## src/rtl/mcs4_pkg.sv

```systemverilog
// Shared MCS-4 debug-port types and host-command opcodes.
package mcs4;

  typedef logic [3:0] char_t;
  typedef logic [7:0] byte_t;
  typedef char_t [2:0] dbg_addr_t;

  localparam byte_t DBG_OP_WR  = 8'h01;
  localparam byte_t DBG_OP_RD  = 8'h02;
  localparam byte_t DBG_OP_BWR = 8'h03;

endpackage

```

## src/rtl/dbg_host.sv

```systemverilog
// Debug-bus initiator: decodes a byte-serial command stream into MCS-4 debug
// port reads/writes and returns ack, error or read data on a response stream.
module dbg_host
  import mcs4::*;
#(
  parameter int    RD_LATENCY = 1,
  parameter byte_t ACK_BYTE   = 8'hA5,
  parameter byte_t ERR_BYTE   = 8'hEE
) (
  input  logic              clk,
  input  logic              rst,
  input  logic [7:0]        cmd_data,
  input  logic              cmd_valid,
  output logic              cmd_ready,
  output logic [7:0]        resp_data,
  output logic              resp_valid,
  input  logic              resp_ready,
  output mcs4::char_t [2:0] dbg_addr,
  output mcs4::byte_t       dbg_wdata,
  output logic              dbg_wen,
  input  mcs4::byte_t       dbg_rdata,
  output logic              busy
);

  typedef enum logic [2:0] {
    IDLE, ADDR_HI, ADDR_LO, COUNT, DATA, WRITE, RD_WAIT, RESP
  } state_t;

  state_t    state_reg, state_next;
  byte_t     op_reg, op_next;
  char_t     addr_hi_reg, addr_hi_next;
  dbg_addr_t addr_reg, addr_next;
  byte_t     wdata_reg, wdata_next;
  byte_t     remain_reg, remain_next;
  logic [1:0] wait_reg, wait_next;
  byte_t     resp_data_reg, resp_data_next;
  logic      resp_valid_reg, resp_valid_next;
  logic      cmd_fire;

  always_ff @(posedge clk) begin
    if (rst) begin
      state_reg      <= IDLE;
      op_reg         <= '0;
      addr_hi_reg    <= '0;
      addr_reg       <= '0;
      wdata_reg      <= '0;
      remain_reg     <= '0;
      wait_reg       <= '0;
      resp_data_reg  <= '0;
      resp_valid_reg <= 1'b0;
    end else begin
      state_reg      <= state_next;
      op_reg         <= op_next;
      addr_hi_reg    <= addr_hi_next;
      addr_reg       <= addr_next;
      wdata_reg      <= wdata_next;
      remain_reg     <= remain_next;
      wait_reg       <= wait_next;
      resp_data_reg  <= resp_data_next;
      resp_valid_reg <= resp_valid_next;
    end
  end

  always_comb begin
    state_next      = state_reg;
    op_next         = op_reg;
    addr_hi_next    = addr_hi_reg;
    addr_next       = addr_reg;
    wdata_next      = wdata_reg;
    remain_next     = remain_reg;
    wait_next       = wait_reg;
    resp_data_next  = resp_data_reg;
    resp_valid_next = resp_valid_reg;
    cmd_ready       = (state_reg == IDLE) || (state_reg == ADDR_HI) ||
                      (state_reg == ADDR_LO) || (state_reg == COUNT) ||
                      (state_reg == DATA);
    cmd_fire        = cmd_valid && cmd_ready;

    case (state_reg)
      IDLE: begin
        if (cmd_fire) begin
          op_next = cmd_data;
          if (cmd_data == DBG_OP_WR || cmd_data == DBG_OP_RD || cmd_data == DBG_OP_BWR) begin
            state_next = ADDR_HI;
          end else begin
            resp_data_next  = ERR_BYTE;
            resp_valid_next = 1'b1;
            state_next      = RESP;
          end
        end
      end
      ADDR_HI: begin
        if (cmd_fire) begin
          addr_hi_next = cmd_data[3:0];
          state_next   = ADDR_LO;
        end
      end
      ADDR_LO: begin
        if (cmd_fire) begin
          addr_next   = {addr_hi_reg, cmd_data[7:4], cmd_data[3:0]};
          remain_next = 8'd1;
          wait_next   = '0;
          if (op_reg == DBG_OP_WR)      state_next = DATA;
          else if (op_reg == DBG_OP_RD) state_next = RD_WAIT;
          else                          state_next = COUNT;
        end
      end
      COUNT: begin
        // A count of zero decrements through 255 and so yields 256 writes.
        if (cmd_fire) begin
          remain_next = cmd_data;
          state_next  = DATA;
        end
      end
      DATA: begin
        if (cmd_fire) begin
          wdata_next = cmd_data;
          state_next = WRITE;
        end
      end
      WRITE: begin
        remain_next = remain_reg - 8'd1;
        if (op_reg == DBG_OP_BWR) addr_next = dbg_addr_t'(addr_reg + 12'd1);
        if (remain_reg == 8'd1) begin
          resp_data_next  = ACK_BYTE;
          resp_valid_next = 1'b1;
          state_next      = RESP;
        end else begin
          state_next = DATA;
        end
      end
      RD_WAIT: begin
        if (wait_reg == 2'(RD_LATENCY)) begin
          resp_data_next  = dbg_rdata;
          resp_valid_next = 1'b1;
          state_next      = RESP;
        end else begin
          wait_next = wait_reg + 2'd1;
        end
      end
      RESP: begin
        if (resp_ready) begin
          resp_valid_next = 1'b0;
          state_next      = IDLE;
        end
      end
      default: state_next = IDLE;
    endcase
  end

  assign dbg_addr   = addr_reg;
  assign dbg_wdata  = wdata_reg;
  assign dbg_wen    = (state_reg == WRITE);
  assign resp_data  = resp_data_reg;
  assign resp_valid = resp_valid_reg;
  assign busy       = (state_reg != IDLE);

endmodule

```

## config.mk

```make
export PLATFORM = sky130hd
export DESIGN_NAME = dbg_host
export DESIGN_NICKNAME = d
export VERILOG_FILES = /design/src/rtl/mcs4_pkg.sv /design/src/rtl/dbg_host.sv
export SDC_FILE = /design/constraint.sdc
export NUM_CORES = 1
export LEC_CHECK = 0
export ABC_AREA = 1
export BUFFER_PORTS_ARGS = -buffer_cell sky130_fd_sc_hd__buf_2
export CORE_UTILIZATION = 56
export DETAILED_ROUTE_END_ITERATION = 7
export MAX_ROUTING_LAYER = met4
export PLACE_DENSITY = 0.89
export SYNTH_ARGS = -nofsm -noshare
export SYNTH_HDL_FRONTEND = slang
export SYNTH_SLANG_ARGS = --single-unit
```

## constraint.sdc

```tcl
create_clock -name clk -period 1.8 [get_ports clk]
set_input_delay 0 -clock clk [delete_from_list [all_inputs] [get_ports clk]]
set_output_delay 0 -clock clk [all_outputs]
set_load 0.03 [all_outputs]
```

# Word-level counts from Yosys, hierarchy flattened
# Index checks and enable logic that the tools add are counted.
[totals]
reg_bits = 54
in_bits = 20
out_inout_bits = 32
[classes]
addsub = 3
eq_ne = 26
muxes = 32
reduce_logical = 23
[ops]
columns = ["cell", "count"]
rows = [
  ["8-bit two-way mux", 6],
  ["8-bit one-hot mux with 3 select lines", 2],
  ["8-bit by 2-bit equality test with 1-bit output, second input constant", 4],
  ["3-bit two-way mux", 10],
  ["8-bit by 1-bit equality test with 1-bit output, second input constant", 3],
  ["12-bit two-way mux", 2],
  ["12-bit one-hot mux with 2 select lines", 1],
  ["3-bit one-hot mux with 8 select lines", 1],
  ["2-bit != test, second input constant", 9],
  ["12-bit by 1-bit adder with 12-bit output, second input constant", 1],
  ["3-bit equality test, second input constant", 4],
  ["3-bit AND reduction", 3],
  ["3-bit nonzero test", 3],
  ["8-bit by 1-bit subtractor with 8-bit output, second input constant", 1],
  ["7-bit AND reduction", 1],
  ["3-bit by 2-bit equality test with 1-bit output, second input constant", 2],
  ["1-bit logical OR", 6],
  ["2-bit two-way mux", 3],
  ["2-bit AND reduction", 3],
  ["6-bit AND reduction", 1],
  ["1-bit two-way mux", 5],
  ["5-bit AND reduction", 1],
  ["2-bit by 1-bit != test with 1-bit output, second input constant", 2],
  ["1-bit one-hot mux with 4 select lines", 1],
  ["other kinds (8)", 9],
]

# Longest topological paths before layout
[depth]
word_depth = 8
mapped_depth = 11
ltp_nobuf = 10

# Worst setup path after synthesis
# OpenSTA, ideal clock, no wires.
[synth_path]
path_type = "reg2reg"
from = "register addr_reg, in the netlist dbg_addr[0]"
to = "register addr_reg, in the netlist dbg_addr[8]"
setup_time_ns = 0.116
arrival_ns = 1.475
required_ns = 1.684
setup_slack_ns = 0.209
stages_incl_launch_ff = 9
synth_period_minus_slack_ns = 1.591
path_cell_list = "dfxtp_1 > ha_1 > nand2_1 > nor2_1 > nand3_1 > nand2_1 > nand2_1 > o21ai_1 > nor2_1"
[synth_between]
elab_chain_len = 3
[synth_lines]
columns = ["element", "line", "source"]
rows = [
  ["start: declaration", "dbg_host.sv:32", "dbg_addr_t addr_reg, addr_next;"],
  ["start signal: assignment", "dbg_host.sv:55", "addr_reg <= addr_next;"],
  ["12-bit by 1-bit adder with 12-bit output", "dbg_host.sv:123", "if (op_reg == DBG_OP_BWR) addr_next = dbg_addr_t'(addr_reg + 12'd1);"],
  ["12-bit two-way mux", "dbg_host.sv:123", ""],
  ["12-bit one-hot mux with 2 select lines", "dbg_host.sv:79", "case (state_reg)"],
]
# Every way passes these cells. The select of a mux whose other input is x is not followed.
# A chain may end at the register's enable or synchronous reset.

# Worst setup path in the final report
[layout_path]
from = "register state_reg[0]"
to = "register resp_data_reg[6], in the netlist resp_data[6]"
[layout_between]
elab_chain_len = 8
word_cells_on_any_way = 19
[layout_lines]
columns = ["element", "line", "source"]
rows = [
  ["start: declaration", "dbg_host.sv:29", "state_t state_reg, state_next;"],
  ["start signal: assignment", "dbg_host.sv:52", "state_reg <= state_next;"],
  ["3-bit by 1-bit equality test with 1-bit output / 3-bit zero test (equally long branches)", "dbg_host.sv:74, dbg_host.sv:79", ""],
  ["1-bit logical OR (2 in series)", "dbg_host.sv:74", "cmd_ready = (state_reg == IDLE) || (state_reg == ADDR_HI) ||"],
  ["1-bit logical OR (2 in series)", "dbg_host.sv:75", "(state_reg == ADDR_LO) || (state_reg == COUNT) ||"],
  ["1-bit logical AND", "dbg_host.sv:77", "cmd_fire = cmd_valid && cmd_ready;"],
  ["2-bit != test (no line)", "n/a", ""],
  ["5-bit AND reduction (no line)", "n/a", ""],
  ["end signal: assignment", "dbg_host.sv:59", "resp_data_reg <= resp_data_next;"],
  ["end: declaration", "dbg_host.sv:36", "byte_t resp_data_reg, resp_data_next;"],
]
# Several ways; a longest one is shown, not always the timed one.

==> flow_metrics.tcl <==
set metrics [dict create \
    finalSetupViolCount 0 \
    tightest_slew_ns 0.611 \
    start_util_pct 58.2 \
    dpl_cell_area_um2 3290 \
    crit_chain "buf_4 > nor2_4 > nand2_2 > inv_2 > nand3_2 > nand2_2 > nor2_2 > nor2_1 > nor2_1" \
    cts_made_buffers 5 \
    die_x_um 75.1 \
    grt_max_degree 44 \
    crit_type "flop to flop" \
    slew_headroom_pct 59.0 \
    skew_ns 0.00994 \
    grt_pass1_wl_um 12200 \
    status "finished with violations" \
    slowest_stage "dfxtp_1" \
    layout_common_cells "nand2_1 (101), nor2_1 (68), dfxtp_1 (54)" \
    violations "hold timing" \
    max-clock-path-buffers 2 \
    synth_top_cell_by_area "dfxtp_1" \
    hpwl_um 5220 \
    top_level_ports 52 \
    drv_slew 0 \
    finalCritPeriodShare_pct 89.9 \
    antenna_found_initial 0 \
    rsz0062_at_grt "false" \
    portBuffers 51 \
    die-area_um2 5630 \
    startpoint_type "flop" \
    hold_path_depth 5 \
    syn_area_per_cell_um2 6.56 \
    ir_worst_vdd_v 0.000739 \
    cts_htree_levels 2 \
    drt_iter0_drc 241 \
    reg2reg_depth 9 \
    yosysSeqAreaShare_pct 36.2 \
    powerDensity_nw_per_um2 1560 \
    arrival_ns 1.88 \
    avgRoutedWirePerCell_um 12.9 \
    min_path_type "input port to flop" \
    setup_tns_ns 0 \
    crit_path_end_kind "flop" \
    worst-path-max-fanout 7 \
    max_stage_delay_ns 0.50 \
    diodes 0 \
    holdWs_ns -0.00348 \
    period_needed_ns 1.62 \
    nNetsFinal 534 \
    fmax_ghz 0.618 \
    ys.flop_type "dfxtp_1" \
    grt.total_usage_pct 28.9 \
    synth.distinct_cells 34 \
    remaining_drc_errors 0 \
    cts_tree "built" \
    netlist_area_um2 2990 \
    core-area_um2 5140 \
    clock-sinks 54 \
    area_growth_pct 15.2 \
    synthesis.nets 480 \
    clk_pin_slew_ns 0.11 \
    gp_congestion 0.930 \
    rows 26 \
    synth_edf_count 0 \
    ant_nets 0 \
    grt_overflow 0 \
    post-route-util_pct 67.0 \
    largest_reg_flops 12 \
    dr.pass1.iters 5 \
    synthArstFlopShare_pct 0 \
    vias 3133 \
    postRouteWirelength_um 7470 \
    die-height_um 75.1 \
    yosysWarnings 0 \
    hold_violations 2 \
    root_buffer "clkbuf_8" \
    cp.required_ns 2.06 \
    ys_ff_latch 54 \
    postSynthCellCount 456 \
    drive_gt1_share_pct 19.0 \
    final_common_cell "nand2_1" \
    p_leak_nw 1.63 \
    fillers 457 \
    netlist.area_leader.share_pct 36.2 \
    grt_pass1_vias 2663 \
    clkLatencyLatePin_ns 0.31 \
    design_area_um2 3440 \
    viasPerCell 5.39 \
    ys_top_cells_by_area "dfxtp_1 (36%), nand2_1 (13%), nor2_1 (8.5%)" \
    maxCapViolations 0 \
    power_mw 5.37 \
]
-- routing by layer --
metal | share of wire [%] | track usage (%) | routed length (µm)
met1 | 45 | 38.2 | 3370
met2 | 47 | 44.5 | 3490
met3 | 6.2 | 4.95 | 465
met4 | 1.9 | 9.85 | 140
met5 | 0 | - | 0
-- kinds of logic after synthesis --
kind of cell / count (synthesis) / synth area share (%)
XOR/XNOR: 4 / 1.17
AND/OR/NAND/NOR: 219 / 32.1
adder cells (fa/ha/maj): 4 / 1.67
AO/OA/AOI/OAI: 108 / 18.8
flip-flops: 54 / 36.2
buffers and inverters: 67 / 10.1
-- final timing paths --
kind / from / slack (ns) / to
setup / recovery: state_reg[0] / 0.18 / resp_data[6]
hold / removal: dbg_rdata[2] / -0.003 / resp_data[2]
setup reg to reg: state_reg[0] / 0.18 / resp_data[6]
hold reg to reg: resp_data[1] / 0.48 / resp_data[1]
-- repair_timing --
| item | 4_1_cts | 5_1_grt |
|---|---|---|
| gates resized for setup | 0 | 0 |
| endpoints found under the hold margin | 8 | 0 |
| setup buffers | 0 | 0 |
| setup endpoints to repair | 0 | 1 |
| hold buffers | 3 | 0 |
-- power by group --
group	total (mW)	internal, mW	switching [mW]	leakage, nW
clock	0.858	0.423	0.435	0.0587
sequential	1.83	1.55	0.289	0.443
combinational	2.68	0.848	1.83	1.13
-- cell type report --
class / instances / area, µm² / area share, %
Multi-Input combinational cell: 336 / 1610 / 46.8
Tap cell: 70 / 87.6 / 2.54
Inverter: 51 / 201 / 5.85
Clock inverter: 3 / 47.5 / 1.38
Sequential cell: 54 / 1080 / 31.4
Timing Repair Buffer: 62 / 345 / 10.0
Clock buffer: 5 / 68.8 / 2.00
-- worst max-delay path, delay by kind of cell (launching register included) --
| family | cells | cell delay (ns) |
|---|---|---|
| DFF | 1 | 0.50 |
| buffers and inverters | 2 | 0.24 |
| and+or+nand+nor | 7 | 0.83 |
-- stage by stage --
stage | hold WS [ns] | worst slack (ns) | cells
finish | -0.00348 | 0.183 | 581
global route | 0.0145 | 0.0227 | 581
CTS | 0.000159 | 0.144 | 580
detailed placement | 0.309 | 0.181 | 569
global placement | 0.314 | 0.199 | 569
floorplan | 0.151 | 0.209 | 456
-- synthesized netlist by cell type (2+ instances only) --
| master | n |
|---|---|
| a21boi_0 | 2 |
| a21oi_1 | 48 |
| buf_2 | 6 |
| buf_6 | 4 |
| clkbuf_1 | 4 |
| dfxtp_1 | 54 |
| ha_1 | 4 |
| inv_1 | 39 |
| inv_2 | 7 |
| inv_4 | 4 |
| nand2_1 | 101 |
| nand2_2 | 5 |
| nand3_1 | 25 |
| nand3_2 | 3 |
| nand4_1 | 5 |
| nor2_1 | 68 |
| nor2_2 | 4 |
| nor2_4 | 2 |
| nor3_1 | 3 |
| o21ai_0 | 40 |
| o21ai_1 | 12 |
| o21bai_1 | 2 |
| xor2_1 | 3 |
Power figures use the tool's default switching activity.
